## config.mk

```make
export PLATFORM = sky130hd
export DESIGN_NAME = cordic_sincos
export DESIGN_NICKNAME = d
export VERILOG_FILES = /design/src/rtl/cordic_sincos.sv
export SDC_FILE = /design/constraint.sdc
export NUM_CORES = 1
export LEC_CHECK = 0
export BUFFER_PORTS_ARGS = -buffer_cell sky130_fd_sc_hd__buf_2
export CORE_UTILIZATION = 47
export DETAILED_ROUTE_END_ITERATION = 16
export PLACE_DENSITY = 0.7
export SLEW_MARGIN = 20
export SYNTH_ARGS = -nofsm -noshare
export SYNTH_HDL_FRONTEND = slang
export SYNTH_SLANG_ARGS = --single-unit
```

## constraint.sdc

```tcl
create_clock -name clk -period 4.9 [get_ports clk]
set_clock_uncertainty 0.15 [all_clocks]
set_input_delay 0.735 -clock clk [delete_from_list [all_inputs] [get_ports clk]]
set_output_delay 0.735 -clock clk [all_outputs]
set_load 0.005 [all_outputs]
```

## src/rtl/cordic_sincos.sv

```systemverilog
// Iterative rotation-mode CORDIC: one Q2.13 angle in, Q1.14 sine and cosine out.
// Start/done pulse handshake, one computation in flight.
module cordic_sincos #(
    parameter int ITERATIONS = 12
) (
    input  logic               clk,
    input  logic               rst_n,
    input  logic               sc_start,
    input  logic signed [15:0] sc_angle,
    output logic               sc_busy,
    output logic               sc_done,
    output logic signed [15:0] sc_sin,
    output logic signed [15:0] sc_cos
);

    localparam logic [1:0] S_IDLE = 2'd0;
    localparam logic [1:0] S_PRE  = 2'd1;
    localparam logic [1:0] S_ITER = 2'd2;
    localparam logic [1:0] S_POST = 2'd3;

    localparam logic [3:0]   LAST_ITER = 4'(ITERATIONS - 1);
    localparam logic signed [23:0] ANG_PI     = 24'sd25736;
    localparam logic signed [23:0] ANG_HALFPI = 24'sd12868;
    localparam logic signed [23:0] K_GAIN     = 24'sd9949;
    localparam logic signed [23:0] OUT_MAX    = 24'sd16384;

    logic [1:0]          state;
    logic signed [23:0]  x, y, z;
    logic                flip;
    logic [3:0]          iter;

    logic signed [23:0]  ang_ext, ang_sat;
    logic signed [23:0]  z_fold;
    logic                flip_fold;
    logic signed [23:0]  x_sh, y_sh, atan_i;
    logic signed [23:0]  x_rot, y_rot, z_rot;
    logic signed [23:0]  c_full, s_full, c_sat, s_sat;

    function automatic logic signed [23:0] atan_lut(input logic [3:0] idx);
        case (idx)
            4'd0:    atan_lut = 24'sd6434;
            4'd1:    atan_lut = 24'sd3798;
            4'd2:    atan_lut = 24'sd2007;
            4'd3:    atan_lut = 24'sd1019;
            4'd4:    atan_lut = 24'sd511;
            4'd5:    atan_lut = 24'sd256;
            4'd6:    atan_lut = 24'sd128;
            4'd7:    atan_lut = 24'sd64;
            4'd8:    atan_lut = 24'sd32;
            4'd9:    atan_lut = 24'sd16;
            4'd10:   atan_lut = 24'sd8;
            4'd11:   atan_lut = 24'sd4;
            4'd12:   atan_lut = 24'sd2;
            4'd13:   atan_lut = 24'sd1;
            default: atan_lut = '0;
        endcase
    endfunction

    function automatic logic signed [23:0] sat_unit(input logic signed [23:0] v);
        if (v > OUT_MAX)
            sat_unit = OUT_MAX;
        else if (v < -OUT_MAX)
            sat_unit = -OUT_MAX;
        else
            sat_unit = v;
    endfunction

    // Angle saturation at acceptance; the saturated angle is parked in z until PRE folds it
    always_comb begin
        ang_ext = {{8{sc_angle[15]}}, sc_angle};
        if (ang_ext > ANG_PI)
            ang_sat = ANG_PI;
        else if (ang_ext < -ANG_PI)
            ang_sat = -ANG_PI;
        else
            ang_sat = ang_ext;
    end

    // Fold outer quadrants onto [-pi/2, pi/2]; negate the result at the end
    always_comb begin
        if (z > ANG_HALFPI) begin
            z_fold    = z - ANG_PI;
            flip_fold = 1'b1;
        end else if (z < -ANG_HALFPI) begin
            z_fold    = z + ANG_PI;
            flip_fold = 1'b1;
        end else begin
            z_fold    = z;
            flip_fold = 1'b0;
        end
    end

    always_comb begin
        x_sh   = x >>> iter;
        y_sh   = y >>> iter;
        atan_i = atan_lut(iter);
        if (!z[23]) begin
            x_rot = x - y_sh;
            y_rot = y + x_sh;
            z_rot = z - atan_i;
        end else begin
            x_rot = x + y_sh;
            y_rot = y - x_sh;
            z_rot = z + atan_i;
        end
    end

    always_comb begin
        c_full = flip ? -x : x;
        s_full = flip ? -y : y;
        c_sat  = sat_unit(c_full);
        s_sat  = sat_unit(s_full);
    end

    always_ff @(posedge clk or negedge rst_n) begin
        if (!rst_n) begin
            state   <= S_IDLE;
            x       <= '0;
            y       <= '0;
            z       <= '0;
            flip    <= 1'b0;
            iter    <= '0;
            sc_busy <= 1'b0;
            sc_done <= 1'b0;
            sc_sin  <= '0;
            sc_cos  <= '0;
        end else begin
            sc_done <= 1'b0;
            case (state)
                S_IDLE: begin
                    if (sc_start) begin
                        z       <= ang_sat;
                        sc_busy <= 1'b1;
                        state   <= S_PRE;
                    end
                end
                S_PRE: begin
                    z     <= z_fold;
                    flip  <= flip_fold;
                    x     <= K_GAIN;
                    y     <= '0;
                    iter  <= '0;
                    state <= S_ITER;
                end
                S_ITER: begin
                    x    <= x_rot;
                    y    <= y_rot;
                    z    <= z_rot;
                    iter <= iter + 4'd1;
                    if (iter == LAST_ITER)
                        state <= S_POST;
                end
                S_POST: begin
                    sc_cos  <= c_sat[15:0];
                    sc_sin  <= s_sat[15:0];
                    sc_done <= 1'b1;
                    sc_busy <= 1'b0;
                    state   <= S_IDLE;
                end
                default: state <= S_IDLE;
            endcase
        end
    end

endmodule

```

==> results.ini <==
[clocking]
cts-root-buf = clkbuf_16
clk_latency_ns = 0.44
cts_tree = yes
cts_made_buffers = 17
ctsHtreeMaxLevel = 4
clock-sinks = 113
path_clk_slew_ns = 0.07
cts_hold_buf = 0
cts_buffer_depth = 2

[setup_path]
timing.rr.end = x[21]
crit-reg2reg-launch = iter[0]
cp_num_buf_inv = 4
cp_max_fo = 7
cp-start-kind = flip-flop
path_cells = buf_8 > buf_4 > mux4_2 > o22a_1 > a221oi_4 > nand2_1 > nor2_2 > buf_4 > and4b_1 > a211o_1 > o211ai_1 > a22o_1 > ha_4 > buf_4 > a21oi_2 > o21ai_2 > o211ai_1 > nand2_1 > a21o_1 > a21o_1 > a221o_1
cpMostUsedCell = buf_4
path_class = reg -> reg
max_stage_delay_ns = 0.50
r2r.worst_path.cells = 21
cp-startpoint = iter[0]
cp_num_cells = 21
worst-endpoint-required_ns = 5.07
endpoint_kind = flip-flop
arrival_ns = 5.16
r2r_slack_ns = -0.1
crit_family = compound AO/OA/AOI/OAI gates
cp-endpoint = x[21]
crit_slowest_cell = dfrtp_4

[yosys]
yosys.area.top_type = dfrtp_1
syn_nets = 1999
synth_edf_count = 0
synth_top_area_share = 0.187
ys_warn_count = 0
syn_area_mm2 = 0.0151
synth_area_leaders = dfrtp_1 (19%), ha_1 (7.9%), mux4_2 (7.7%)
ys_ff_latch = 113
synth_flop_cell = dfrtp_1
synth_seq_area_share = 0.187
avgSynthCellArea_um2 = 8.03
async_flop_share = 1.00
synth_cells = 1882
synth_cell_types = 92

[detailed_routing]
drt_wl_total_um = 52000
wl_per_cell_um = 21.0
vias_per_cell = 6.54
drtPass1Iterations = 5
postRouteAntennaNets = 0
drcViolationCount = 0
vias = 16177
drt_iter0_markers = 1719

[sta]
rsz0062_at_grt = yes
post-route-period-util = 1.02
fin_ws_ns = -0.0957
fin_crit_ns = 5.00
finalHoldViolCount = 0
worst_slew_pin_slew_ns = 1.15
slew_violations = 0
finalHoldWorstSlack_ns = 0.196
max_freq_mhz = 200
setup_viol = 9
maxSlewHeadroom = 0.228

[grt]
grt_pass1_wl_um = 80400
grt_pass1_vias = 15002
antenna_found_initial = 0
grt_max_degree = 56
grt_use_total = 0.305
grt-ovfl-total = 0

[die]
io_pins = 53
initial_core_util = 0.478
core_mm2 = 0.0316
die_area_mm2 = 0.0329
die_y_um = 181
core.rowCount = 65
die_w_um = 181

[run_status]
violations = negative setup slack
outcome = finished, violations left

[placed_design]
place_area_mm2 = 0.0170
port_buffers = 52
dp_hpwl_um = 37800
gp_congestion = 0.988

[cells_and_area]
layout_common_cells = buf_4 (237), nor2_1 (155), nand2_1 (136)
nets = 2176
layout-area-overhead-vs-synth_pct = 22.7
diodes = 0
stdcell_area_mm2 = 0.0186
num-fill-cells = 2690
final_common_cell = buf_4
drive_gt1_frac = 0.266

[flow_run]
cap_violations = 0

[hold_path]
min_path_type = in -> async

## Yosys cell counts (18+ instances only)
cell type and count:
a211oi_1 29, a21o_1 40, a21oi_1 123, a31oi_1 35, buf_2 19, clkbuf_1 108, dfrtp_1 113, ha_1 95
inv_1 81, mux2_2 26, mux2i_1 41, mux4_2 52, nand2_1 141, nand2b_1 23, nand3_1 37, nor2_1 164
nor2b_1 18, nor3_1 45, o211ai_1 22, o21a_1 18, o21ai_0 104, o22ai_1 37, o31ai_1 31, or3_1 29
xnor2_1 72, xor2_1 71
## logic make-up after synthesis
family / synth area share
flip-flops: 0.187
AND/OR/NAND/NOR: 0.189
adder cells (fa/ha/maj): 0.0826
AO/OA/AOI/OAI: 0.271
XOR/XNOR: 0.0839
buffers and inverters: 0.0629
multiplexers: 0.124
## what timing repair did
item                                    in CTS  in global routing
resized for setup                           11                123
pin swaps                                    7                 68
buffers inserted                             4                 25
endpoints found under the setup margin       9                 31
gates cloned                                 0                  3
## worst min path at each step
stage / startpoint / endpoint / slack (ns)
floorplan: rst_n / flip / 0.29
global placement: sc_sin[14] / sc_sin[14] / 0.34
detailed placement: z[6] / z[6] / 0.36
CTS: rst_n / sc_done / 0.24
global route: rst_n / sc_done / 0.26
finish: rst_n / sc_done / 0.20
## flip-flops by register name, indices dropped and copies added (netlist names), 2 cells and up
| signal | cells |
|---|---|
| iter | 4 |
| sc_cos | 16 |
| sc_sin | 16 |
| state | 2 |
| x | 24 |
| y | 24 |
| z | 24 |
## cell type report
| class | count | area [µm²] | area share |
|---|---|---|---|
| Clock buffer | 17 | 425 | 0.0229 |
| Clock inverter | 15 | 185 | 0.00998 |
| Inverter | 86 | 323 | 0.0174 |
| Multi-Input combinational cell | 1538 | 12000 | 0.645 |
| Sequential cell | 113 | 2840 | 0.153 |
| Tap cell | 402 | 503 | 0.0271 |
| Timing Repair Buffer | 303 | 2300 | 0.124 |
## per-stage QoR
step / setup WS [ns] / util / TNS, ns / cells
after floorplan: -0.0304 / - / -0.0304 / 1882
after global placement: 0.0282 / 0.538 / 0 / 2411
after detailed placement: -0.127 / 0.538 / -0.402 / 2411
after CTS: -0.0275 / 0.560 / -0.0275 / 2447
after global routing: -0.298 / 0.586 / -3.26 / 2474
final: -0.0957 / 0.586 / -0.460 / 2474
## metal layers
metal  track usage  up-vias  wire length (µm)  share of wire
met5             0        -                 0              0
met4         0.101        0              1480          0.028
met3        0.0454      105              4550          0.087
met2         0.474      829             23200           0.45
met1         0.432     7829             22800           0.44
li1              -     7414                 -              -
Power is not shown: default switching activity piles up to over one toggle a cycle in this logic, so the estimate is an artifact.
